--- src/rtl/palette_pkg.sv ---
// Shared types and constants for the palette lookup arbiter.
// Colour RAM geometry, transparency rule, FSM states and the response record.
package palette_pkg;
   localparam int N_PAL    = 4;
   localparam int IDX_W    = 4;
   localparam int COLOR_W  = 24;
   localparam int RSP_ID_W = 2;

   localparam logic [IDX_W-1:0]   TRANSPARENT_IDX   = '0;
   localparam logic [COLOR_W-1:0] TRANSPARENT_COLOR = 24'h000000;

   typedef enum logic {
      INIT = 1'b0,
      RUN  = 1'b1
   } state_t;

   typedef struct packed {
      logic [RSP_ID_W-1:0] id;
      logic [COLOR_W-1:0]  color;
      logic                transp;
   } rsp_t;
endpackage

--- src/rtl/palette_lookup_arbiter_rr_arbiter.sv ---
// Round-robin arbiter: grants the first request at or after ptr; combinational.
// No backpressure; en=0 suppresses all grants and holds the pointer.
module rr_arbiter #(
   parameter int N = 4
) (
   input  logic [N-1:0]         req,
   input  logic                 en,
   input  logic [$clog2(N)-1:0] ptr,
   output logic [N-1:0]         gnt,
   output logic [$clog2(N)-1:0] ptr_nxt
);
   localparam int PW = $clog2(N);

   int j;

   always_comb begin
      gnt     = '0;
      ptr_nxt = ptr;
      j       = 0;
      if (en) begin
         for (int i = 0; i < N; i++) begin
            j = (int'(ptr) + i) % N;
            if (gnt == '0 && req[j]) begin
               gnt[j]  = 1'b1;
               ptr_nxt = PW'((j + 1) % N);
            end
         end
      end
   end
endmodule

--- src/rtl/palette_lookup_arbiter.sv ---
// Shared palette RAM with round-robin lookup arbitration; response latency 2 cycles.
// No response backpressure; cfg writes take priority and block grants for that cycle.
module palette_lookup_arbiter #(
   parameter int N_REQ   = 4,
   parameter int N_PAL   = 4,
   parameter int IDX_W   = 4,
   parameter int COLOR_W = 24
) (
   input  logic                           i_clk,
   input  logic                           i_rst,
   input  logic [N_REQ-1:0]               i_req,
   input  logic [N_REQ*$clog2(N_PAL)-1:0] i_pal,
   input  logic [N_REQ*IDX_W-1:0]         i_idx,
   output logic [N_REQ-1:0]               o_gnt,
   output logic                           o_ready,
   output logic                           o_rsp_valid,
   output logic [$clog2(N_REQ)-1:0]       o_rsp_id,
   output logic [COLOR_W-1:0]             o_rsp_color,
   output logic                           o_rsp_transp,
   input  logic                           i_cfg_we,
   input  logic [$clog2(N_PAL)-1:0]       i_cfg_pal,
   input  logic [IDX_W-1:0]               i_cfg_idx,
   input  logic [COLOR_W-1:0]             i_cfg_color,
   output logic                           o_cfg_ack
);
   import palette_pkg::*;

   localparam int PAL_W  = $clog2(N_PAL);
   localparam int ID_W   = $clog2(N_REQ);
   localparam int ADDR_W = PAL_W + IDX_W;
   localparam int DEPTH  = N_PAL * (1 << IDX_W);

   state_t              state_q, state_d;
   logic [ADDR_W-1:0]   init_cnt_q, init_cnt_d;
   logic                ram_we;
   logic [ADDR_W-1:0]   ram_waddr;
   logic [COLOR_W-1:0]  ram_wdata;
   logic [COLOR_W-1:0]  ram [DEPTH];
   logic [COLOR_W-1:0]  rd_q;

   logic                arb_en;
   logic [N_REQ-1:0]    gnt;
   logic [ID_W-1:0]     ptr_q, ptr_nxt;
   logic [ID_W-1:0]     gnt_id;
   logic [PAL_W-1:0]    sel_pal;
   logic [IDX_W-1:0]    sel_idx;

   logic                s1_vld, s1_transp, s2_vld, s2_transp, cfg_ack_q;
   logic [ID_W-1:0]     s1_id, s2_id;
   logic [ADDR_W-1:0]   s1_addr;
   rsp_t                rsp;

   rr_arbiter #(.N(N_REQ)) u_arb (
      .req     (i_req),
      .en      (arb_en),
      .ptr     (ptr_q),
      .gnt     (gnt),
      .ptr_nxt (ptr_nxt)
   );

   always_comb begin
      state_d    = state_q;
      init_cnt_d = init_cnt_q;
      ram_we     = 1'b0;
      ram_waddr  = {i_cfg_pal, i_cfg_idx};
      ram_wdata  = i_cfg_color;
      arb_en     = 1'b0;
      case (state_q)
         INIT: begin
            // Sweep every address once, clearing the RAM, before serving lookups.
            ram_we     = 1'b1;
            ram_waddr  = init_cnt_q;
            ram_wdata  = TRANSPARENT_COLOR;
            init_cnt_d = init_cnt_q + 1'b1;
            if (init_cnt_q == ADDR_W'(DEPTH - 1))
               state_d = RUN;
         end
         RUN: begin
            ram_we = i_cfg_we;
            arb_en = !i_cfg_we;
         end
         default: state_d = INIT;
      endcase
   end

   always_comb begin
      gnt_id  = '0;
      sel_pal = '0;
      sel_idx = '0;
      for (int k = 0; k < N_REQ; k++) begin
         if (gnt[k]) begin
            gnt_id  = ID_W'(k);
            sel_pal = i_pal[k*PAL_W +: PAL_W];
            sel_idx = i_idx[k*IDX_W +: IDX_W];
         end
      end
   end

   always_ff @(posedge i_clk or posedge i_rst) begin
      if (i_rst) begin
         state_q    <= INIT;
         init_cnt_q <= '0;
         ptr_q      <= '0;
         s1_vld     <= 1'b0;
         s1_id      <= '0;
         s1_addr    <= '0;
         s1_transp  <= 1'b0;
         s2_vld     <= 1'b0;
         s2_id      <= '0;
         s2_transp  <= 1'b0;
         cfg_ack_q  <= 1'b0;
      end else begin
         state_q    <= state_d;
         init_cnt_q <= init_cnt_d;
         ptr_q      <= ptr_nxt;
         s1_vld     <= |gnt;
         s1_id      <= gnt_id;
         s1_addr    <= {sel_pal, sel_idx};
         s1_transp  <= (sel_idx == TRANSPARENT_IDX);
         s2_vld     <= s1_vld;
         s2_id      <= s1_id;
         s2_transp  <= s1_transp;
         cfg_ack_q  <= (state_q == RUN) && i_cfg_we;
      end
   end

   // Read and write share one edge; the read sees the pre-write contents.
   always_ff @(posedge i_clk) begin
      if (ram_we)
         ram[ram_waddr] <= ram_wdata;
      rd_q <= ram[s1_addr];
   end

   always_comb begin
      rsp.id     = s2_id;
      rsp.transp = s2_vld && s2_transp;
      rsp.color  = (s2_vld && !s2_transp) ? rd_q : TRANSPARENT_COLOR;
   end

   assign o_gnt        = gnt;
   assign o_ready      = (state_q == RUN);
   assign o_rsp_valid  = s2_vld;
   assign o_rsp_id     = rsp.id;
   assign o_rsp_color  = rsp.color;
   assign o_rsp_transp = rsp.transp;
   assign o_cfg_ack    = cfg_ack_q;
endmodule

--- config.mk ---
export PLATFORM = sky130hd
export DESIGN_NAME = palette_lookup_arbiter
export DESIGN_NICKNAME = d
export VERILOG_FILES = /design/src/rtl/palette_pkg.sv /design/src/rtl/palette_lookup_arbiter_rr_arbiter.sv /design/src/rtl/palette_lookup_arbiter.sv
export SDC_FILE = /design/constraint.sdc
export NUM_CORES = 1
export LEC_CHECK = 0
export CAP_MARGIN = 30
export CORE_ASPECT_RATIO = 0.8
export CORE_MARGIN = 4
export CORE_UTILIZATION = 56
export DETAILED_ROUTE_END_ITERATION = 10
export GPL_TIMING_DRIVEN = 1
export PLACE_DENSITY = 0.78
export SLEW_MARGIN = 20
export SYNTH_ARGS = -nofsm -noshare
export SYNTH_HDL_FRONTEND = slang
export SYNTH_SLANG_ARGS = --single-unit
--- constraint.sdc ---
create_clock -name i_clk -period 3.95 [get_ports i_clk]
set_clock_uncertainty 0.2 [all_clocks]
set_input_delay 0.79 -clock i_clk [delete_from_list [all_inputs] [get_ports i_clk]]
set_output_delay 0.79 -clock i_clk [all_outputs]
set_load 0.01 [all_outputs]
**Yosys cells after proc, flatten, opt, wreduce, memory -nomap -nowiden**

Memories as Yosys holds them, arrays and structs flattened. A register that Yosys moved wholly into a read port is not among the register bits.
Cells that the tools add are included.

- Equality and inequality tests: 1
- Bitwise operators: 7
- $add $sub $neg: 7
- Reductions and logical operators: 22
- $lt $le $gt $ge: 8
- Muxes and demuxes: 51

Operators by type and width:

| operator | number |
|---|---|
| $mux 24 | 2 |
| $mux 4 | 12 |
| $mux 2 | 10 |
| $mux 1 | 17 |
| $logic_not 4->1 | 4 |
| $lt 3x4->1 const B | 3 |
| $or 4x4->4 | 3 |
| $add 2x2->2 const B | 5 |
| $logic_and 1x1->1 | 10 |
| $ge 3x1->1 const B | 3 |
| $bmux 1 s2 | 4 |
| $demux 1 s2 | 4 |
| $add 6x1->6 const B | 1 |
| $eq 6x6->1 const B | 1 |
| $mux 6 | 1 |
| $reduce_or 2->1 | 3 |
| $reduce_bool 4->1 | 1 |
| $reduce_or 4->1 | 1 |
| $and 1x1->1 const A | 3 |
| $lt 2x3->1 const B | 1 |
| $add 2x1->2 const B | 1 |
| $ge 2x1->1 const B | 1 |
| $logic_not 1->1 | 2 |
| $pmux 1 s2 | 1 |
| other kinds (2) | 2 |

- Word-level logic and storage cells: 108
- Bits in writable memories: 1536
- Memories kept: 1
- Register bits after elaboration: 24
- Output and inout port bits: 34

Memory list:

| name | words | bits a word | read ports | clocked after Yosys merged registers in | wr ports | line | text |
|---|---|---|---|---|---|---|---|
| ram | 64 | 24 | 1 | 1 | 1 | palette_lookup_arbiter.sv:38 | `logic [COLOR_W-1:0] ram [DEPTH];` |

**Longest topological paths before layout**

- Depth after elaboration: 23
- Gate-level depth with buffers: 13

**Cells and area by module**

From an unflattened synthesis, not the netlist that was laid out.

- Cells, all modules: 2908
- Area total of the unflattened synthesis: 61755.5 µm²

By module, submodules not included:

| module | cells each | sequential area each (µm²) | instances | area each (µm²) |
|---|---|---|---|---|
| palette_lookup_arbiter | 2836 | 47205.3 | 1 | 61128.6 |
| rr_arbiter | 72 | 0.0 | 1 | 626.9 |

**Worst setup path before layout**

Ideal clock, no wire load.

- Path type: register -> output
- Start: register ptr_q[1]
- End: output port o_gnt[3]
- Setup slack: -0.195 ns
- Arrival time: 3.155 ns
- Stages on the path, launching flop included: 11
- Required time: 2.960 ns
- Buffers on the path: 2
- Cell sequence: dfrtp_1 -> clkbuf_1 -> inv_1 -> ha_1 -> mux4_2 -> a21boi_4 -> a221oi_1 -> o21ai_0 -> nor4_2 -> or2_1 -> buf_2

- Longest elaborated chain between the ends: 18
- Elaborated cells on any way between the ends: 57

RTL lines:

| element | line | text |
|---|---|---|
| start: declaration | palette_lookup_arbiter.sv:43 | `logic [ID_W-1:0] ptr_q, ptr_nxt;` |
| start signal: assignment | palette_lookup_arbiter.sv:115 | `ptr_q <= ptr_nxt;` |
| $add 2x1->2, or another cell as far along | palette_lookup_arbiter_rr_arbiter.sv:22 | `j = (int'(ptr) + i) % N;` |
| $reduce_or 2->1 (no source line) / $logic_and 1x1->1 (equally long branches) | -- |  |
| $and 1x1->1 (no source line) / $mux 1 (equally long branches) | -- |  |
| $lt 3x4->1 (implied by the code), or another cell as far along | palette_lookup_arbiter_rr_arbiter.sv:24 | `gnt[j] = 1'b1;` |
| $logic_and 1x1->1 (implied by the code) / $mux 4 (equally long branches) | palette_lookup_arbiter_rr_arbiter.sv:24, palette_lookup_arbiter_rr_arbiter.sv:23 |  |
| $mux 1 (implied by the code) / $mux 4 (equally long branches) | palette_lookup_arbiter_rr_arbiter.sv:24, palette_lookup_arbiter_rr_arbiter.sv:20 |  |
| $demux 1 s2 / $logic_not 4->1 (equally long branches) | -- |  |
| $or 4x4->4 (no source line) / $logic_and 1x1->1 (equally long branches) | -- |  |
| [... 2 more ...] | -- |  |
| $logic_not 4->1 | palette_lookup_arbiter_rr_arbiter.sv:23 | `if (gnt == '0 && req[j]) begin` |
| $logic_and 1x1->1 | palette_lookup_arbiter_rr_arbiter.sv:23 |  |
| $mux 4 | palette_lookup_arbiter_rr_arbiter.sv:23 |  |
| $mux 4 | palette_lookup_arbiter_rr_arbiter.sv:20 | `if (en) begin` |
| $logic_not 4->1 | palette_lookup_arbiter_rr_arbiter.sv:23 |  |
| $logic_and 1x1->1 | palette_lookup_arbiter_rr_arbiter.sv:23 |  |
| $mux 4 (*) | palette_lookup_arbiter_rr_arbiter.sv:23 |  |
| $mux 4 (*) | palette_lookup_arbiter_rr_arbiter.sv:20 |  |
| end: declaration | palette_lookup_arbiter.sv:14 | `output logic [N_REQ-1:0] o_gnt,` |

Mark *: on every way between the ends. The rest lies on a longest branch, timed or not. The select of a mux whose other input is x is not followed.

**Worst setup path in the final report**

- Start: register ptr_q[0]
- End: output port o_gnt[0]

Same word-level chain as after synthesis.

==> impl_metrics.yaml <==
status:
  outcome: "finished, violations left"
  violations: "setup timing"
placement:
  hpwlAfterDp_um: 86600
  place_congestion: 0.9132
  io_buffers: 94
  place_inst: 4087
  pre_cts_ws_ns: -0.6701
synthesis:
  synthesis.area_um2: 60960
  ys_ff_latch: 1584
  ys_types: 62
  ys.flop_type: "edfxtp_1"
  synth_edf_count: 1536
  synth_top_cell_area_share_pct: 75.67
  syn_nets: 2583
  yosys-top-cells-area: "edfxtp_1 (76%), mux4_2 (19%), dfrtp_1 (0.99%)"
  avgSynthCellArea_um2: 24.26
  yosys_warnings: 0
  synthCells: 2513
  yosysSeqAreaShare_pct: 77.44
  yosysTopAreaCell: "edfxtp_1"
  async_flop_share_pct: 1.515
timing:
  slew_violations: 0
  hold_violations: 0
  whs_ns: 0.1466
  fmax_mhz: 229.4
  tightest_slew_ns: 0.9228
  period_share_pct: 110.3
  max_slew_margin_pct: 38.48
  layout_min_cycle_time_ns: 4.358
  final-setup-viol-count: 4
  rsz0062_at_grt: "true"
  fin_ws_ns: -0.4083
clock_network:
  clk_pin_slew_ns: 0.06
  cts_hold_buf: 0
  cts-root-buf: "clkbuf_16"
  cts_buffer_depth: 3
  h-tree-depth: 4
  clkLatencyLatePin_ns: 0.75
  cts_tree: "yes"
  cts_inserted_buffers: 144
  cts_sinks: 1584
critical_path:
  crit_required_ns: 2.96
  cp_data_arrival_time_ns: 3.37
  path_class: "reg2out"
  worstPathMaxFanout: 7
  worstSetupStartpointType: "flip-flop"
  endpoint_kind: "output pin"
global_routing:
  track_usage_pct: 28.83
  antenna_found_initial: 12
  grt_max_degree: 83
  grt_pass1_wl_um: 229500
  grt_remaining_overflow: 0
  grt_pass1_vias: 30757
detailed_routing:
  routed_via_density: 6.885
  drc: 0
  vias: 30034
  totalWireLength_um: 159800
  antenna_left: 0
  drt_iter0_drc: 4799
  drtPass1Iterations: 5
  detail_route.wl_per_cell_um: 36.64
flow_run:
  max_cap_violations: 0
hold_path:
  hp-class: "in2async"
cells_and_area:
  final_cells: 4362
  syn_to_final_growth_pct: 15.64
  fill_cells: 6316
  fin_nets: 2901
  drive_gt1_share_pct: 35.83
  final_core_util_pct: 65.74
die:
  start_util_pct: 56.84
  die_height_um: 303.1
  core_um2: 107200
  die_x_um: 376.9
  die_area_um2: 114200
  rows: 107
  io_pins: 95
pwr:
  power_density_nw_per_um2: 453.1
  peakVddDrop_v: 0.0003565
  fin_total_pwr_uw: 31940
  leakage_uw: 0.01746
==> synth_stat cells (2+ instances only) <==
library cell  count
a21o_1            3
nand3b_1          3
dfrtp_1          24
o21ai_0           5
inv_1             9
a41oi_1           2
xnor2_1           5
a211oi_1          3
or2_2             3
o32ai_1           3
a22oi_1           2
nor2b_1           5
or3b_2            2
o21a_1            4
mux4_2          507
o221a_2           2
a221oi_1          3
nor4_2            2
nand4_1           5
nor2_1           71
a22o_1            5
o21bai_1          5
o22a_1            2
buf_6             5
nand2b_1          9
nand3_1           5
ha_1              9
o31ai_1           4
nand2_1          33
dfxtp_1          24
mux2_2            2
buf_1            42
a21oi_1           6
and2_1           51
edfxtp_1       1536
clkbuf_1         84
nor3_1            3
==> through the flow <==
step / setup TNS [ns] / area (um2)
5_1_grt: -1.675 / 70480
6_report: -1.325 / 70490
3_3_place_gp: -3.771 / 65640
4_1_cts: -1.150 / 70370
2_1_floorplan: 0 / 60970
3_5_place_dp: -4.610 / 65640
==> where the power goes <==
| part | internal [uW] | switching, uW | total [uW] |
|---|---|---|---|
| combinational | 80.1 | 49.5 | 130 |
| sequential | 18100 | 0 | 18100 |
| clock | 7720 | 5960 | 13700 |
==> state kept, by name, indices dropped and copies added, names as in the netlist <==
| signal | count |
|---|---|
| rd_q | 24 |
| o_rsp_id | 2 |
| o_ready | 1 |
| init_cnt_q | 6 |
| ram | 1536 |
| s1_id | 2 |
| s1_addr | 6 |
| o_rsp_valid | 1 |
| o_cfg_ack | 1 |
| s1_transp | 1 |
| ptr_q | 2 |
| s1_vld | 1 |
| s2_transp | 1 |
==> worst max-delay path: stages, from the launching register on <==
cell and delay (ns):
dfrtp_1 0.40, buf_6 0.14, ha_4 0.16, or4_4 0.52, a21boi_4 0.32, a21oi_4 0.11, a21o_1 0.23, nor3_1 0.21
nand2_1 0.14, a21oi_2 0.22, buf_2 0.17
==> kinds of logic (layout without fill, tap and decap cells) <==
family	count (synthesis)	after routing	synth area share (%)
AOI/OAI and AO/OA	62	62	0.8642
xor gates and xnor gates	6	6	0.08621
adders and majority gates	9	9	0.1847
buffers and inverters	141	567	0.9318
DFF	1584	1584	77.44
muxes	511	511	18.83
other	0	6	0
and+or+nand+nor	200	200	1.667
==> cells in the final DEF, fill, tap and decap left out, types with 6 or more instances in the layout <==
cell type / Yosys / layout
edfxtp_1: 1536 / 1536
mux4_2: 507 / 507
clkbuf_16: 0 / 153
buf_4: 0 / 134
clkdlybuf4s50_1: 0 / 90
buf_12: 0 / 68
nor2_2: 0 / 64
nand2_1: 33 / 32
clkinv_2: 0 / 28
clkbuf_1: 84 / 27
and2_1: 51 / 26
and2_2: 0 / 24
clkinv_1: 0 / 24
dfxtp_1: 24 / 24
dfrtp_1: 24 / 18
nand2b_1: 9 / 9
clkbuf_8: 0 / 8
bufinv_16: 0 / 8
nor2_1: 71 / 7
buf_6: 5 / 7
diode_2: 0 / 6
inv_1: 9 / 6
ha_1: 9 / 6
==> layer usage <==
| layer | global-route usage, % | part of all wire (%) | up-vias |
|---|---|---|---|
| li1 | - | - | 11447 |
| met1 | 40.06 | 36 | 15862 |
| met2 | 45.38 | 48 | 2352 |
| met3 | 6.997 | 12 | 367 |
| met4 | 11.12 | 4.2 | 6 |
| met5 | 0 | 0.031 | - |
==> layout make-up <==
class	count	area [um2]	area share, %
inverters	9	33.78	0.04792
multi-input cells	788	13490	19.14
clock buffers	188	4040	5.731
flip-flops and latches	1584	47220	66.99
well taps	1417	1773	2.515
clock inverters	66	533.0	0.7561
repair buffers	304	3382	4.798
diodes	6	15.01	0.02130
==> worst paths after layout <==
check | endpoint | slack (ns) | cells after the start | start
max | o_gnt[0] | -0.41 | 10 | ptr_q[0]
min | o_rsp_id[1] | 0.15 | 2 | i_rst
max reg2reg | s1_transp | 0.22 | 12 | ptr_q[0]
min reg2reg | o_rsp_id[0] | 0.15 | 0 | s1_id[0]
max in group asynchronous | o_rsp_id[0] | 3.00 | 3 | i_rst
min in group i_clk | o_rsp_id[0] | 0.15 | 0 | s1_id[0]
==> what timing repair did <==
item                                    CTS  global route
buffers inserted                          8             5
endpoints found under the setup margin    4             4
resized for setup                        38             5
endpoints found under the hold margin     0             0
pin swaps                                15            10
No activity file was read; power rests on OpenSTA's default activity.
